`src/rtl/port_bus_pkg.sv`:
```
// Shared constants and types for the memory-mapped port subsystem.
// Address map, status bit positions and decoder select codes.
package port_bus_pkg;

   localparam logic [15:0] CON_DATA = 16'hFF00;
   localparam logic [15:0] CON_STAT = 16'hFF01;
   localparam logic [15:0] TIMER    = 16'hFF02;
   localparam logic [15:0] SWITCH   = 16'hFF03;

   localparam int STAT_FULL  = 0;
   localparam int STAT_EMPTY = 1;
   localparam int STAT_BAD   = 2;
   localparam int STAT_OVF   = 3;
   localparam int STAT_CNT   = 4;

   typedef enum logic [2:0] {
      SEL_RAM,
      SEL_CDATA,
      SEL_CSTAT,
      SEL_TIMER,
      SEL_SWITCH,
      SEL_OTHER
   } sel_e;

endpackage

```
`src/rtl/port_fifo.sv`:
```
// Console TX FIFO: circular buffer with occupancy count.
// Head entry is presented combinationally; zero while empty.
module port_fifo #(
   parameter int WIDTH = 8,
   parameter int DEPTH = 8
) (
   input  logic                           clk,
   input  logic                           rst_n,
   input  logic                           push,
   input  logic [WIDTH-1:0]               wdata,
   input  logic                           pop,
   output logic [WIDTH-1:0]               rdata,
   output logic                           full,
   output logic                           empty,
   output logic [$clog2(DEPTH+1)-1:0]     count
);

   localparam int PW = $clog2(DEPTH);

   logic [WIDTH-1:0] mem [DEPTH];
   logic [PW-1:0]    wr_ptr;
   logic [PW-1:0]    rd_ptr;
   logic             do_push;
   logic             do_pop;

   assign full    = (count == DEPTH[$clog2(DEPTH+1)-1:0]);
   assign empty   = (count == '0);
   assign do_pop  = pop & ~empty;
   assign do_push = push & (~full | do_pop);
   assign rdata   = empty ? '0 : mem[rd_ptr];

   always_ff @(posedge clk) begin
      if (do_push) mem[wr_ptr] <= wdata;
   end

   always_ff @(posedge clk or negedge rst_n) begin
      if (!rst_n) begin
         wr_ptr <= '0;
         rd_ptr <= '0;
         count  <= '0;
      end else begin
         if (do_push) wr_ptr <= wr_ptr + 1'b1;
         if (do_pop)  rd_ptr <= rd_ptr + 1'b1;
         if (do_push && !do_pop)      count <= count + 1'b1;
         else if (do_pop && !do_push) count <= count - 1'b1;
      end
   end

endmodule

```
`src/rtl/port_bus.sv`:
```
// Port subsystem behind the cpu IN/OUT interface: data RAM,
// console TX FIFO, free-running timer and synchronised switches.
import port_bus_pkg::*;

module port_bus #(
   parameter int WORD_SIZE  = 16,
   parameter int RAM_DEPTH  = 256,
   parameter int FIFO_DEPTH = 8
) (
   input  logic                 clk,
   input  logic                 rst_n,
   input  logic [WORD_SIZE-1:0] portaddr,
   input  logic [WORD_SIZE-1:0] portval,
   input  logic                 portget,
   input  logic                 portset,
   output logic [WORD_SIZE-1:0] portout,
   input  logic [WORD_SIZE-1:0] switches,
   output logic [7:0]           tx_data,
   output logic                 tx_valid,
   input  logic                 tx_ready
);

   localparam int AW = $clog2(RAM_DEPTH);
   localparam int CW = $clog2(FIFO_DEPTH+1);

   localparam logic [WORD_SIZE-1:0] A_CDATA  = WORD_SIZE'(CON_DATA);
   localparam logic [WORD_SIZE-1:0] A_CSTAT  = WORD_SIZE'(CON_STAT);
   localparam logic [WORD_SIZE-1:0] A_TIMER  = WORD_SIZE'(TIMER);
   localparam logic [WORD_SIZE-1:0] A_SWITCH = WORD_SIZE'(SWITCH);

   logic [WORD_SIZE-1:0] ram [RAM_DEPTH];
   logic [WORD_SIZE-1:0] timer;
   logic [WORD_SIZE-1:0] sync1;
   logic [WORD_SIZE-1:0] sync2;
   logic [WORD_SIZE-1:0] rd_val;
   logic [WORD_SIZE-1:0] stat;
   logic [AW-1:0]        ram_idx;
   logic [CW-1:0]        count;
   logic                 in_ram;
   logic                 bad_addr;
   logic                 overflow;
   logic                 full;
   logic                 empty;
   logic                 push;
   logic                 pop;
   sel_e                 sel;

   assign ram_idx = portaddr[AW-1:0];
   assign in_ram  = (portaddr >> AW) == '0;

   always_comb begin
      sel = SEL_OTHER;
      unique case (1'b1)
         in_ram:                 sel = SEL_RAM;
         (portaddr == A_CDATA):  sel = SEL_CDATA;
         (portaddr == A_CSTAT):  sel = SEL_CSTAT;
         (portaddr == A_TIMER):  sel = SEL_TIMER;
         (portaddr == A_SWITCH): sel = SEL_SWITCH;
         default:                sel = SEL_OTHER;
      endcase
   end

   assign pop      = tx_valid & tx_ready;
   assign push     = portset & (sel == SEL_CDATA);
   assign tx_valid = ~empty;

   port_fifo #(
      .WIDTH (8),
      .DEPTH (FIFO_DEPTH)
   ) u_fifo (
      .clk   (clk),
      .rst_n (rst_n),
      .push  (push),
      .wdata (portval[7:0]),
      .pop   (pop),
      .rdata (tx_data),
      .full  (full),
      .empty (empty),
      .count (count)
   );

   always_comb begin
      stat                 = '0;
      stat[STAT_FULL]      = full;
      stat[STAT_EMPTY]     = empty;
      stat[STAT_BAD]       = bad_addr;
      stat[STAT_OVF]       = overflow;
      stat[STAT_CNT +: 4]  = 4'(count);
   end

   always_comb begin
      rd_val = '1;
      unique case (sel)
         SEL_RAM:    rd_val = ram[ram_idx];
         SEL_CDATA:  rd_val = '0;
         SEL_CSTAT:  rd_val = stat;
         SEL_TIMER:  rd_val = timer;
         SEL_SWITCH: rd_val = sync2;
         default:    rd_val = '1;
      endcase
   end

   always_ff @(posedge clk) begin
      if (portset && sel == SEL_RAM) ram[ram_idx] <= portval;
   end

   // later assignments let a same-edge sticky set beat the read-clear
   always_ff @(posedge clk or negedge rst_n) begin
      if (!rst_n) begin
         portout  <= '0;
         timer    <= '0;
         sync1    <= '0;
         sync2    <= '0;
         bad_addr <= 1'b0;
         overflow <= 1'b0;
      end else begin
         sync1 <= switches;
         sync2 <= sync1;
         if (portget) portout <= rd_val;
         if (portset && sel == SEL_TIMER) timer <= portval;
         else                             timer <= timer + 1'b1;
         if (portget && sel == SEL_CSTAT) begin
            bad_addr <= 1'b0;
            overflow <= 1'b0;
         end
         if ((portget || portset) && sel == SEL_OTHER) bad_addr <= 1'b1;
         if (push && full && !pop) overflow <= 1'b1;
      end
   end

endmodule
```
`config.mk`:
```
export PLATFORM = sky130hd
export DESIGN_NAME = port_bus
export DESIGN_NICKNAME = d
export VERILOG_FILES = /design/src/rtl/port_bus_pkg.sv /design/src/rtl/port_fifo.sv /design/src/rtl/port_bus.sv
export SDC_FILE = /design/constraint.sdc
export NUM_CORES = 2
export LEC_CHECK = 0
export ABC_AREA = 1
export CORE_MARGIN = 1
export CORE_UTILIZATION = 63
export DETAILED_ROUTE_END_ITERATION = 16
export GPL_ROUTABILITY_DRIVEN = 0
export PLACE_DENSITY = 0.91
export SETUP_SLACK_MARGIN = 0.05
export SLEW_MARGIN = 30
export SYNTH_ARGS = -nofsm -noshare
export SYNTH_HDL_FRONTEND = slang
export SYNTH_MEMORY_MAX_BITS = 65536
export SYNTH_SLANG_ARGS = --single-unit
```
`constraint.sdc`:
```
create_clock -name clk -period 2.8 [get_ports clk]
set_input_delay 0.42 -clock clk [delete_from_list [all_inputs] [get_ports clk]]
set_output_delay 0.42 -clock clk [all_outputs]
set_load 0.02 [all_outputs]
```
==> flow_metrics.tcl, run 1 <==
set metrics [dict create \
    cts_made_buffers 390 \
    die_w_um 519 \
    ys.warnings.count 0 \
    syn_avg_cell_area_um2 11.4 \
    synth-main-ff-cell "edfxtp_1" \
    status "stopped before the end" \
    yosysSeqAreaShare 0.754 \
    die_height_um 519 \
    clkSinkCount 4236 \
    lastStage "5_1_grt" \
    ctsRootBufferMaster "clkbuf_16" \
    ys_seq_elements 4236 \
    synth_top_area_share 0.743 \
    ys_top_cells_by_area "edfxtp_1 74%, nor2_1 14%, nand2_1 6.2%" \
    synth_top_area_cell "edfxtp_1" \
    yosysUniqueCellTypes 36 \
    hpwlAfterDp_mm 345 \
    error_line "[ERROR GRT-0232] Routing congestion too high. Check the congestion heatmap in the GUI." \
    syn-num-nets 14770 \
    netlist_area_um2 168000 \
    cts.htree.levels 5 \
    io_buffers 77 \
    synth_edf_count 4160 \
    fp-row-count 189 \
    grt_util_all_layers 0.670 \
    grt_start_max_net_pins 89 \
    grt_overflow 105 \
    syn-instance-count 14710 \
    io_pins 78 \
    start_util 0.634 \
    clk_path_buf_depth 4 \
    async_reset_ff_frac 0.0179 \
]
kinds of logic after synthesis:
group	synth area share
adder cells (fa/ha/maj)	0.000566
XOR/XNOR	0.000938
buffers and inverters	0.0214
AND/OR/NAND/NOR	0.205
flip-flops	0.754
AO/OA/AOI/OAI	0.0175
per-stage QoR:
stage / instance area [um^2] / std cells / setup TNS [ns] / setup slack, ns
CTS: 199000 / 19815 / -0.675 / -0.108
detailed placement: 186000 / 19045 / -4100.22 / -1.37
global placement: 186000 / 19045 / -3601.75 / -1.32
floorplan: 168000 / 14710 / -455.37 / -0.214
cell usage after synthesis (30+ instances only):
cell	n
o21ai_1	63
nand2_1	2761
dfrtp_1	76
o22ai_1	158
buf_1	30
inv_1	118
clkbuf_1	206
nand3_1	42
nand4_1	33
nor2_1	6273
buf_2	389
edfxtp_1	4160
o21ai_0	241
routing by layer:
metal,track usage,GRT overflow
met1,0.639,4
met2,0.768,39
met3,0.617,11
met4,0.652,50
met5,0.507,1
repair_timing:
action,in CTS
endpoints found under the setup margin,4099
setup buffers,24
resized for setup,187
hold buffers,27
cloned,3
endpoints found under the hold margin,338
pin swaps,27
==> run 2: changes to the inputs <==
--- a/config.mk
+++ b/config.mk
@@ -7,11 +7,10 @@
 export LEC_CHECK = 0
 export ABC_AREA = 1
 export CORE_MARGIN = 1
-export CORE_UTILIZATION = 63
+export CORE_UTILIZATION = 40
 export DETAILED_ROUTE_END_ITERATION = 16
 export GPL_ROUTABILITY_DRIVEN = 0
-export PLACE_DENSITY = 0.91
-export SETUP_SLACK_MARGIN = 0.05
+export PLACE_DENSITY_LB_ADDON = 0.15
 export SLEW_MARGIN = 30
 export SYNTH_ARGS = -nofsm -noshare
 export SYNTH_HDL_FRONTEND = slang
==> run 2 against run 1 <==
Net effect: the flow now finishes, with violations (negative setup slack); synthesized area stayed put; synthesized cell count stayed put.
==> flow_metrics.tcl, run 2 <==
set metrics [dict create \
    worstSetupEndpointType "primary output" \
    max_freq_mhz 352 \
    ctsRootBufferMaster "clkbuf_16" \
    multi_input_area_um2 38100 \
    drv_cap 0 \
    synth_edf_count 4160 \
    io_pins 78 \
    drt_wl_total_mm 552 \
    rsz0062_at_grt "true" \
    grt_most_used_layer "met2" \
    grt_use_met2 0.417 \
    crit_type "reg2out" \
    min_delay_path_depth 4 \
    ys.warnings.count 0 \
    grt_pass1_wl_mm 788 \
    fin_tns_setup_ns -0.147 \
    cts_tree "done" \
    largest_reg_flops 4096 \
    gr-usage-met3 0.0284 \
    cp-start-kind "flip-flop" \
    syn-instance-count 14710 \
    clkSinkCount 4236 \
    fin_crit_sh 1.01 \
    dieArea_um2 423000 \
    hold_violations 0 \
    start_util 0.403 \
    syn-num-nets 14770 \
    firstDrtPassIters 6 \
    final_max_slew_viol_count 0 \
    pre_cts_ws_ns -1.14 \
    r2r_start "u_fifo.count[1]$_DFFE_PN0P_" \
    cts_made_buffers 447 \
    hp-class "in2reg" \
    required_ns 2.38 \
    netlist_area_um2 168000 \
    cp_data_arrival_time_ns 2.42 \
    io_buffers 77 \
    area_growth_pct 22.0 \
    cts.clk_slew.worst_paths_ns 0.06 \
    finalSetupViolations 6 \
    r2r_cells 14 \
    violations "negative setup slack" \
    use_met1 0.362 \
    fp-row-count 237 \
    final_area_um2 205000 \
    synth_top_area_share 0.743 \
    cts.htree.levels 5 \
    holdPathEnd "overflow$_DFFE_PN0P_" \
    yosysUniqueCellTypes 36 \
    drc 0 \
    fillCellCount 37215 \
    drive_above_1_share 0.140 \
    grt_start_max_net_pins 89 \
    worstHoldStart "portget" \
    antenna_found_initial 27 \
    die_w_um 650 \
    worst_slew_pin_slew_ns 0.847 \
    dr.first_iter.drc_count 11688 \
    biggestRegsByFlops "ram: 4096 flops, u_fifo.mem: 64 flops" \
    status "complete, but fails checks" \
    grt_pass1_vias 109263 \
    layout_commonest_cell "nor2_1" \
    synth_top_area_cell "edfxtp_1" \
    ys_seq_elements 4236 \
    nets 16252 \
    synth.most_common_cell "nor2_1" \
    syn_avg_cell_area_um2 11.4 \
    clk_path_buf_depth 4 \
    hpwlAfterDp_mm 361 \
    rrSetupSlack_ns -0.02 \
    max_slew_margin 0.435 \
    crit_path_max_fanout 6 \
    die_height_um 650 \
    yosysSeqAreaShare 0.754 \
    drt-wirelength-per-cell_um 25.0 \
    mostFrequentLayoutCells "6250 x nor2_1, 4160 x edfxtp_1, 2737 x nand2_1" \
    synth-main-ff-cell "edfxtp_1" \
    ant_nets 0 \
    vdd_drop_max_uv 560 \
    coreArea_um2 418000 \
    grt_util_all_layers 0.256 \
    regArea_um2 127000 \
    ys_top_cells_by_area "edfxtp_1 74%, nor2_1 14%, nand2_1 6.2%" \
    vias_per_cell 5.13 \
    min_period_ns 2.84 \
    grt_overflow 0 \
    clock_latency_ns 1.01 \
    via_count 113149 \
    async_reset_ff_frac 0.0179 \
    fin_ws_ns -0.0416 \
    p_leak_uw 0.0773 \
    clock-skew-final_ns 0.0799 \
    pwr_density_cell_nw_per_um2 678 \
    synthTopCellsByCount "6273 x nor2_1, 4160 x edfxtp_1, 2761 x nand2_1, 389 x buf_2, 241 x o21ai_0" \
    registers.top_by_ff_count "ram" \
    reg2reg_to "u_fifo.count[3]$_DFFE_PN0P_" \
    dpl_cell_area_um2 190000 \
]
-- run 2: cell counts after synthesis --
No cell type changed its count.
-- run 2: through the flow --
stage | hold slack [ns] | std cells | power (uW) | utilization
2_1_floorplan | 0.124 | 14710 | 75300 | -
6_report | 0.248 | 22071 | 139000 | 0.491
4_1_cts | 0.172 | 22049 | 139000 | 0.491
5_1_grt | 0.230 | 22062 | 143000 | 0.491
3_5_place_dp | 0.335 | 21185 | 81200 | 0.455
3_3_place_gp | 0.335 | 21185 | 81200 | 0.455
-- run 2: area by class of cell --
type | count | area share
inverter | 136 | 0.00279
timing repair buffer | 1689 | 0.0902
antenna | 12 | 0.000146
clock buffer | 559 | 0.0582
multi-input combinational | 9681 | 0.186
timing repair inverter | 1 | 0.0000366
sequential | 4236 | 0.618
clock inverter | 260 | 0.0112
tap | 5497 | 0.0335
-- run 2: logic make-up after synthesis --
kind of cell,count (synthesis),synth area share
xor gates and xnor gates,18,0.000938
adders and majority gates,7,0.000566
and+or+nand+nor,9137,0.205
AOI/OAI and AO/OA,519,0.0175
DFF,4236,0.754
buffers and inverters,793,0.0214
-- run 2: what timing repair did --
| item | CTS | global route |
|---|---|---|
| hold endpoints to repair | 650 | 0 |
| resized for setup | 97 | 46 |
| buffers inserted | 8 | 7 |
| setup endpoints to repair | 12 | 29 |
| pin swaps | 20 | 18 |
| hold buffers | 35 | 0 |
| cloned | 2 | 3 |
-- run 2: how the worst max path moves through the flow --
stage                            startpoint                     endpoint  slack, ns
6_report       u_fifo.rd_ptr[1]$_DFFE_PN0P_                   tx_data[5]      -0.04
5_1_grt         u_fifo.count[1]$_DFFE_PN0P_  u_fifo.count[3]$_DFFE_PN0P_      -0.23
4_1_cts        u_fifo.rd_ptr[1]$_DFFE_PN0P_                   tx_data[4]      -0.15
3_5_place_dp                    portaddr[2]       portout[3]$_DFFE_PN0P_      -1.14
3_3_place_gp                   portaddr[14]  u_fifo.count[3]$_DFFE_PN0P_      -1.51
2_1_floorplan                   portaddr[1]        ram[101][0]$_DFFE_PP_      -0.21
-- run 2: critical path, stage by stage (launching register included) --
cell,delay [ns]
dfrtp_2,0.45
clkinvlp_4,0.19
buf_6,0.12
o21ai_2,0.05
o22ai_2,0.14
o21ai_1,0.08
a31oi_1,0.21
buf_4,0.18
-- run 2: routing by layer --
layer  up-vias  wire length [um]  part of all wire
met3       737             35000             0.063
li1      52094                 -                 -
met4         0             18400             0.033
met2      3841            259000              0.47
met5         -                 0                 0
met1     56477            240000              0.43
-- run 2: where the power goes --
| part | internal, uW | leakage, uW | switching [uW] | total (uW) |
|---|---|---|---|---|
| Clock | 33400 | 0.00699 | 25000 | 58400 |
| Sequential | 69700 | 0.0382 | 97.2 | 69800 |
| Combinational | 3590 | 0.0321 | 7210 | 10800 |
| Total | 107000 | 0.0773 | 32300 | 139000 |
Note: power is estimated with default switching activity, not from simulation.
